==> src/rtl/spi_pkg.sv <==
// spi_pkg: shared FSM state encoding and SPI mode-field bit positions for spi_master_multi
package spi_pkg;
  typedef enum logic [2:0] {S_IDLE, S_SETUP, S_XFER, S_TRAIL, S_GAP} state_t;
  localparam int CPOL_BIT = 1;
  localparam int CPHA_BIT = 0;
endpackage

==> src/rtl/spi_clk_gen.sv <==
// spi_clk_gen: CLK_DIV half-period counter (clk, rst, en/tog/set/set_val/cpol in; tick, lead, trail, sclk out)
module spi_clk_gen #(
  parameter int CLK_DIV = 4
) (
  input  logic clk,
  input  logic rst,
  input  logic en,
  input  logic tog,
  input  logic set,
  input  logic set_val,
  input  logic cpol,
  output logic tick,
  output logic lead,
  output logic trail,
  output logic sclk
);
  localparam int CW = $clog2(CLK_DIV);
  logic [CW-1:0] cnt_q, cnt_d;
  logic sclk_q, sclk_d;
  assign tick = cnt_q == CW'(CLK_DIV - 1);
  assign lead = tick && tog && (sclk_q == cpol);
  assign trail = tick && tog && (sclk_q != cpol);
  assign sclk = sclk_q;
  always_comb begin
    cnt_d = (en && !tick) ? cnt_q + 1'b1 : '0;
    sclk_d = set ? set_val : (tick && tog) ? ~sclk_q : sclk_q;
  end
  always_ff @(posedge clk) begin
    if (rst) begin
      cnt_q <= '0;
      sclk_q <= 1'b0;
    end else begin
      cnt_q <= cnt_d;
      sclk_q <= sclk_d;
    end
  end
endmodule

==> src/rtl/spi_master_multi.sv <==
// spi_master_multi: multi-slave SPI master (i_* clock/reset/data/control in; o_MOSI/o_SCLK/o_SS pins and o_* status out; define SPI_BURST_EN for back-to-back words)
module spi_master_multi
  import spi_pkg::*;
#(
  parameter int DATA_W = 8,
  parameter int NUM_SS = 4,
  parameter int CLK_DIV = 4,
  localparam int SS_W = (NUM_SS > 1) ? $clog2(NUM_SS) : 1
) (
  input  logic              i_clk,
  input  logic              i_rst,
  input  logic              i_MISO,
  input  logic [DATA_W-1:0] i_DIN,
  input  logic              i_LD_DIN,
  input  logic [SS_W-1:0]   i_SS_SEL,
  input  logic [1:0]        i_MODE,
  input  logic              i_DATA_READ,
  output logic              o_MOSI,
  output logic              o_SCLK,
  output logic [NUM_SS-1:0] o_SS,
  output logic [DATA_W-1:0] o_MISO_DATA,
  output logic              o_DIN_EMPTY,
  output logic              o_DATA_READY,
  output logic              o_OVERRUN,
  output logic              o_BUSY
);
  localparam int EW = $clog2(2 * DATA_W + 1);
  state_t state_q, state_d;
  logic [DATA_W-1:0] hold_q, hold_d, tx_q, tx_d, rx_q, rx_d, data_q, data_d;
  logic full_q, full_d, mosi_q, mosi_d, ready_q, ready_d, ovr_q, ovr_d;
  logic [1:0] mode_q, mode_d;
  logic [SS_W-1:0] sel_q, sel_d;
  logic [NUM_SS-1:0] ss_q, ss_d;
  logic [EW-1:0] edge_q, edge_d;
  logic start, burst, tick, lead, trail, take;
  assign start = state_q == S_IDLE && full_q;
`ifdef SPI_BURST_EN
  assign burst = state_q == S_TRAIL && full_q;
`else
  assign burst = 1'b0;
`endif
  // a burst word reuses the trail half-period as its lead-in, so its first edge fires on the TRAIL tick
  spi_clk_gen #(.CLK_DIV(CLK_DIV)) u_clk (
    .clk(i_clk), .rst(i_rst), .en(state_q != S_IDLE), .tog(state_q == S_XFER || burst),
    .set(start), .set_val(i_MODE[CPOL_BIT]), .cpol(mode_q[CPOL_BIT]),
    .tick(tick), .lead(lead), .trail(trail), .sclk(o_SCLK)
  );
  always_comb begin
    state_d = state_q;
    hold_d = hold_q;
    full_d = full_q;
    tx_d = tx_q;
    rx_d = rx_q;
    mosi_d = mosi_q;
    mode_d = mode_q;
    sel_d = sel_q;
    edge_d = edge_q;
    data_d = data_q;
    ovr_d = ovr_q;
    ready_d = ready_q && !i_DATA_READ;
    take = 1'b0;
    if (i_LD_DIN && !full_q) begin
      hold_d = i_DIN;
      full_d = 1'b1;
    end
    if (mode_q[CPHA_BIT] ? trail : lead) rx_d = {rx_q[DATA_W-2:0], i_MISO};
    // tx_q holds the bits not yet placed on MOSI
    if (mode_q[CPHA_BIT] ? lead : trail) begin
      mosi_d = tx_q[DATA_W-1];
      tx_d = tx_q << 1;
    end
    case (state_q)
      S_IDLE: if (full_q) begin
        state_d = S_SETUP;
        take = 1'b1;
        mode_d = i_MODE;
        sel_d = i_SS_SEL;
      end
      S_SETUP: if (tick) state_d = S_XFER;
      S_XFER: if (tick) begin
        edge_d = edge_q + 1'b1;
        if (edge_q == EW'(2 * DATA_W - 1)) state_d = S_TRAIL;
      end
      S_TRAIL: if (tick) begin
        data_d = rx_q;
        ready_d = 1'b1;
        ovr_d = ovr_q || ready_q;
        state_d = burst ? S_XFER : S_GAP;
        take = burst;
        edge_d = burst ? EW'(1) : '0;
      end
      S_GAP: if (tick) state_d = S_IDLE;
      default: state_d = S_IDLE;
    endcase
    // CPHA=0 needs the MSB on the wire before the first edge; a burst load coincides with a launch edge
    if (take) begin
      full_d = 1'b0;
      {mosi_d, tx_d} = (burst || !mode_d[CPHA_BIT]) ? {hold_q[DATA_W-1], hold_q << 1} : {mosi_q, hold_q};
    end
    ss_d = (state_d == S_IDLE || state_d == S_GAP) ? '1 : ~(NUM_SS'(1) << sel_d);
  end
  always_ff @(posedge i_clk) begin
    if (i_rst) begin
      state_q <= S_IDLE;
      hold_q <= '0;
      full_q <= 1'b0;
      tx_q <= '0;
      rx_q <= '0;
      mosi_q <= 1'b0;
      mode_q <= '0;
      sel_q <= '0;
      ss_q <= '1;
      edge_q <= '0;
      data_q <= '0;
      ready_q <= 1'b0;
      ovr_q <= 1'b0;
    end else begin
      state_q <= state_d;
      hold_q <= hold_d;
      full_q <= full_d;
      tx_q <= tx_d;
      rx_q <= rx_d;
      mosi_q <= mosi_d;
      mode_q <= mode_d;
      sel_q <= sel_d;
      ss_q <= ss_d;
      edge_q <= edge_d;
      data_q <= data_d;
      ready_q <= ready_d;
      ovr_q <= ovr_d;
    end
  end
  assign o_MOSI = mosi_q;
  assign o_SS = ss_q;
  assign o_MISO_DATA = data_q;
  assign o_DIN_EMPTY = !full_q;
  assign o_DATA_READY = ready_q;
  assign o_OVERRUN = ovr_q;
  assign o_BUSY = state_q != S_IDLE;
endmodule

==> config.mk <==
export PLATFORM = sky130hd
export DESIGN_NAME = spi_master_multi
export DESIGN_NICKNAME = d
export VERILOG_FILES = /design/src/rtl/spi_pkg.sv /design/src/rtl/spi_clk_gen.sv /design/src/rtl/spi_master_multi.sv
export SDC_FILE = /design/constraint.sdc
export NUM_CORES = 1
export LEC_CHECK = 0
export ABC_AREA = 1
export CAP_MARGIN = 40
export CORE_UTILIZATION = 57
export DETAILED_ROUTE_END_ITERATION = 8
export PLACE_DENSITY_LB_ADDON = 0.15
export SKIP_LAST_GASP = 1
export SLEW_MARGIN = 25
export SYNTH_ARGS = -nofsm -noshare
export SYNTH_HDL_FRONTEND = slang
export SYNTH_SLANG_ARGS = --single-unit
==> constraint.sdc <==
create_clock -name i_clk -period 2.15 [get_ports i_clk]
set_input_delay 0.215 -clock i_clk [delete_from_list [all_inputs] [get_ports i_clk]]
set_output_delay 0.215 -clock i_clk [all_outputs]
set_load 0.02 [all_outputs]
==> results of run 1 <==
-- cell type report --
cell class	instances	area [sq um]
fill	338	1130
inverter	42	158
multi-input combinational	215	1090
clock buffer	5	68.8
tap	50	62.6
clock inverter	3	25.0
sequential	55	1100
timing repair buffer	37	363
-- synth_stat cells (all sizes together) --
| cell | n |
|---|---|
| a211oi | 1 |
| a21oi | 30 |
| buf | 5 |
| clkbuf | 3 |
| clkinv | 1 |
| dfxtp | 55 |
| ha | 3 |
| inv | 41 |
| nand2 | 64 |
| nand3 | 38 |
| nand4 | 6 |
| nor2 | 43 |
| nor3 | 1 |
| nor3b | 2 |
| o211ai | 1 |
| o21ai | 21 |
| o22ai | 2 |
| or2 | 2 |
| xor2 | 1 |
-- power by group through the flow --
stage               clock [W]  combinational (W)  sequential [W]
finish               0.000577           0.000255         0.00108
global route         0.000633           0.000288         0.00108
CTS                  0.000597           0.000255         0.00108
detailed placement          0           0.000254         0.00110
global placement            0           0.000249         0.00110
floorplan                   0           0.000165         0.00110
-- cells by family (layout without fill, tap and decap cells) --
group	count (synthesis)	in the layout
AND/OR/NAND/NOR	156	156
AO/OA/AOI/OAI	55	55
flip-flops	55	55
buffers and inverters	50	87
adder cells (fa/ha/maj)	3	3
XOR/XNOR	1	1
-- layer usage --
layer	share of wire (%)	track usage, %	routed length [um]	up-vias
met5	0	0	0	-
met4	1.0	8.24	48	0
met3	6.5	5.31	310	6
met2	44	37.2	2110	59
met1	48	31.4	2310	916
li1	-	-	-	1112
-- sequential cells by signal (all words and copies together), names as in the netlist --
register	cells
hold_q	8
o_DATA_READY	1
tx_q	8
sel_q	2
full_q	1
o_MISO_DATA	8
o_OVERRUN	1
rx_q	8
mode_q	2
edge_q	5
state_q	3
u_clk.sclk	1
o_MOSI	1
u_clk.cnt_q	2
o_SS	4
-- how the worst max path moves through the flow --
stage                                          from                      to  cells past startpoint
after floorplan           u_clk.cnt_q[0]$_SDFF_PP0_    rx_q[3]$_SDFFE_PP0P_                      8
after global placement                        i_rst  edge_q[0]$_SDFFE_PP0P_                      5
after detailed placement                      i_rst  edge_q[0]$_SDFFE_PP0P_                      5
after CTS                     state_q[0]$_SDFF_PP0_                  o_BUSY                      3
after global routing          state_q[0]$_SDFF_PP0_                  o_BUSY                      3
final                         state_q[0]$_SDFF_PP0_                  o_BUSY                      3
-- metrics by stage --
| step | total power (W) | cells | worst slack, ns | utilization, % | hold slack [ns] |
|---|---|---|---|---|---|
| after floorplan | 0.00127 | 320 | 0.774 | - | 0.293 |
| after global placement | 0.00135 | 399 | 0.597 | 69.3 | 0.406 |
| after detailed placement | 0.00135 | 399 | 0.560 | 69.3 | 0.413 |
| after CTS | 0.00193 | 407 | 0.340 | 71.7 | 0.427 |
| after global routing | 0.00200 | 407 | 0.279 | 71.7 | 0.448 |
| final | 0.00191 | 407 | 0.346 | 71.7 | 0.423 |
-- worst max-delay path, stage by stage, from the launching register on --
cell and delay, ns:
dfxtp_1 0.47, nor2_2 0.09, nand2_4 0.11, clkdlybuf4s50_1 0.62
==> metrics.cfg, run 1 <==
[hold_path]
hold_class = register to register
hold_start = u_clk.cnt_q[0]$_SDFF_PP0_
whs_path_depth = 1
hold_path_end = u_clk.cnt_q[0]$_SDFF_PP0_

[power]
p_seq_share_pct = 56.4
combPwrFrac_pct = 13.3
cell_internal_pwr_w = 0.00139
leakage_nw = 1.23
vdd_drop_max_mv = 0.564
clkPwrFrac_pct = 30.2
power.density_nw_per_um2 = 666
switchingPower_w = 0.000519
swShare_pct = 27.2

[place]
gp_congestion = 0.795
dp_hpwl_um = 3390
io_buffers = 34
place_area_sq_um = 2770

[cells_and_area]
finalNetCount = 376
antenna_cells = 0
drive_gt1_share_pct = 9.52
area_growth_syn_to_layout_pct = 19.9
fin_area_sq_um = 2870
final_cell_mix = 55 x nand2_1, 55 x dfxtp_1, 39 x nor2_1

[logic_synthesis]
syn_nets = 340
syn_inst = 320
synth_mux_area_share_pct = 0
ys_warn_count = 0
synth-adder-area-share_pct = 1.57
netlist_area_sq_um = 2390
synth_area_per_cell_sq_um = 7.47
ys_seq_area_share_pct = 46.1
yosys.area_share.simple_pct = 31.3
synth_top_area_share_pct = 46.1
synth.area.top_cells = dfxtp_1 46%, nand2_1 8.6%, nand3_1 7.5%
synth_cell_types = 31
synth_xor_area_share_pct = 0.366
synth_compound_area_share_pct = 12.3
synth_top_cell_by_area = dfxtp_1
ys_ff_latch = 55
synth_top_family_by_area = simple AND/OR/NAND/NOR gates

[floorplan]
die_h_um = 66.8
die_x_um = 66.8
io_pins = 35
core_area_sq_um = 4000
die_area_sq_um = 4460
rows = 23
start_util_pct = 59.7

[sta]
rsz0062_at_grt = false
slew_headroom_pct = 72.2
setup_tns_ns = 0
tightest_slew_ns = 0.417
clock_skew_ns = 0.00946
fmax_mhz = 554
hold_viol_final = 0
setup_viol = 0
period_minus_slack_ns = 1.80
final_max_slew_viol_count = 0
period_share_pct = 83.9

[worst_setup_path]
crit_path_max_fanout = 6
rrSetupSlack_ns = 0.59
required_ns = 1.93
worstPathArrival_ns = 1.59
worst_setup_path_start_kind = register
r2r-end = rx_q[6]$_SDFFE_PP0P_
crit_type = register to primary output
reg2regPathDepth = 8
r2r-start = u_clk.cnt_q[0]$_SDFF_PP0_
end_kind = primary output

[global_routing]
grt_use_total_pct = 23.6
grt_pass1_vias = 1827
antenna_found_initial = 0
grt-ovfl-total = 0
grt_pass1_wl_um = 8000
grt_max_degree = 22

[cts]
postCtsHoldBufs = 0
path_clk_slew_ns = 0.09
root_buffer = clkbuf_8
cts_setup_buffers = 0
cts_inserted_buffers = 5
htreeDepth = 2
clk_latency_ns = 0.31
clk_path_buf_depth = 2
clkSinkCount = 55
cts-resized-gates = 0
cts_tree = built

[route]
routed_wl_um = 4780
wire_per_inst_um = 11.7
via_per_inst = 5.14
drt_iter0_markers = 99
drc_errors = 0
vias = 2093
drtPass1Iterations = 4
detail-route-antenna-nets = 0

[status]
status = completed

[flow_run]
drv_cap = 0

(Power assumes the default switching activity.)
==> inputs of run 2 (changes only) <==
--- a/config.mk
+++ b/config.mk
@@ -7,7 +7,7 @@
 export LEC_CHECK = 0
 export ABC_AREA = 1
 export CAP_MARGIN = 40
-export CORE_UTILIZATION = 57
+export CORE_UTILIZATION = 53
 export DETAILED_ROUTE_END_ITERATION = 8
 export PLACE_DENSITY_LB_ADDON = 0.15
 export SKIP_LAST_GASP = 1
==> constraint.sdc (replaced) <==
create_clock -name i_clk -period 1.7 [get_ports i_clk]
set_input_delay 0.17 -clock i_clk [delete_from_list [all_inputs] [get_ports i_clk]]
set_output_delay 0.17 -clock i_clk [all_outputs]
set_load 0.02 [all_outputs]
==> run 2 against run 1 <==
Hold slack better by 0.0073 ns. Via count stayed put. Critical path depth is 1 lower. Final cell count is 0.49% higher. Largest power group unchanged. Flip-flop and latch count stayed put. Worst setup slack worse by 0.21 ns. Largest cell class unchanged. Design area is 1.1% higher. Sequential share of layout area is 0.30 points lower. Sequential power is 26% higher. Critical endpoint is now o_DIN_EMPTY. Die area is 7.3% higher.
==> metrics.cfg, run 2 (same netlist as run 1, synthesis figures left out) <==
[sta]
period_share_pct = 92.2
final_max_slew_viol_count = 0
fmax_mhz = 638
clock_skew_ns = 0.00517
tightest_slew_ns = 0.432
setup_viol = 0
rsz0062_at_grt = true
period_minus_slack_ns = 1.57
hold_viol_final = 0
setup_tns_ns = 0
slew_headroom_pct = 71.2

[place]
io_buffers = 34
gp_congestion = 0.839
dp_hpwl_um = 3350

[global_routing]
grt_pass1_vias = 1962
use_met1_pct = 27.6
grt-ovfl-total = 0
antenna_found_initial = 0
grt_max_degree = 28
use_met2_pct = 35.9
use_met3_pct = 5.26
grt_pass1_wl_um = 8470
grt-busiest-layer = met2
grt_use_total_pct = 21.7

[worst_setup_path]
crit_path_max_fanout = 5
crit_type = register to primary output
end_kind = primary output
crit_buf_inv = 2
worst_setup_path_start_kind = register
cp-startpoint = full_q$_SDFFE_PP0P_
cp_slowest_cell = clkdlybuf4s50_1
critPathTopFamily = buffers and inverters
worstPathArrival_ns = 1.40
required_ns = 1.53
cpPeakStageDelay_ns = 0.61
path_cells = inv_1, clkdlybuf4s50_1
r2r-start = u_clk.cnt_q[0]$_SDFF_PP0_

[floorplan]
start_util_pct = 54.9
die_area_sq_um = 4780
rows = 24
die_x_um = 69.2
core_area_sq_um = 4350
io_pins = 35
die_h_um = 69.2

[cells_and_area]
multi_input_area_sq_um = 1090
regArea_sq_um = 1100
finalNetCount = 376
drive_gt1_share_pct = 10.4
area_growth_syn_to_layout_pct = 21.3
fillers = 387
final_common_cell = nand2_1
utilization_pct = 66.6
final_cell_mix = 55 x nand2_1, 52 x dfxtp_1, 39 x nor2_1
antenna_cells = 0

[cts]
cts_inserted_buffers = 5
path_clk_slew_ns = 0.09
root_buffer = clkbuf_8
clk_latency_ns = 0.30
clk_path_buf_depth = 2
cts_tree = built
cts_setup_buffers = 0
clkSinkCount = 55
htreeDepth = 2

[power]
vdd_drop_max_mv = 0.563
power.density_nw_per_um2 = 887
leakage_nw = 1.26

[hold_path]
hold_start = u_clk.cnt_q[0]$_SDFF_PP0_
hold_class = register to register

[route]
drtPass1Iterations = 4
wire_per_inst_um = 11.4
vias = 2093
via_per_inst = 5.12
detail-route-antenna-nets = 0
routed_wl_um = 4680
drt_iter0_markers = 39
drc_errors = 0

[flow_run]
drv_cap = 0

[status]
status = completed

-- run 2: where the power goes --
part,switching (W),internal [W]
Sequential,0.0000283,0.00134
Clock,0.000407,0.000477
Combinational,0.000196,0.000127
-- run 2: final timing paths --
| check | endpoint | slack [ns] | cells past startpoint |
|---|---|---|---|
| max | o_DIN_EMPTY | 0.13 | 2 |
| min reg2reg | u_clk.cnt_q[0]$_SDFF_PP0_ | 0.43 | 1 |
| min | u_clk.cnt_q[0]$_SDFF_PP0_ | 0.43 | 1 |
| max reg2reg | rx_q[1]$_SDFFE_PP0P_ | 0.14 | 8 |
-- run 2: final cells by class --
cell class                 instances  area share [%]
clock buffer                       6            2.85
clock inverter                     2            1.21
inverter                          42            5.44
multi-input combinational        215            37.5
sequential                        55            38.1
tap                               52            2.24
timing repair buffer              37            12.6
-- run 2: metal layers --
metal  vias up  share of wire (%)
met5         -                  0
met4         0                1.3
met3         7                4.9
met2        40                 44
met1       943                 49
li1       1103                  -
-- run 2: per-stage QoR --
step	instances	hold slack [ns]	power (W)	setup slack [ns]	cell area, sq um
after floorplan	320	0.248	0.00161	0.324	2390
after detailed placement	401	0.411	0.00172	0.161	2780
final	409	0.431	0.00257	0.132	2900
after global placement	401	0.407	0.00171	0.188	2780
after CTS	409	0.432	0.00260	0.0212	2900
after global routing	409	0.442	0.00269	-0.0109	2900
-- run 2: timing repair --
item | 4_1_cts | 5_1_grt
pin swaps | 0 | 0
setup endpoints to repair | 1 | 3
resized for setup | 2 | 2
hold buffers | 0 | 0
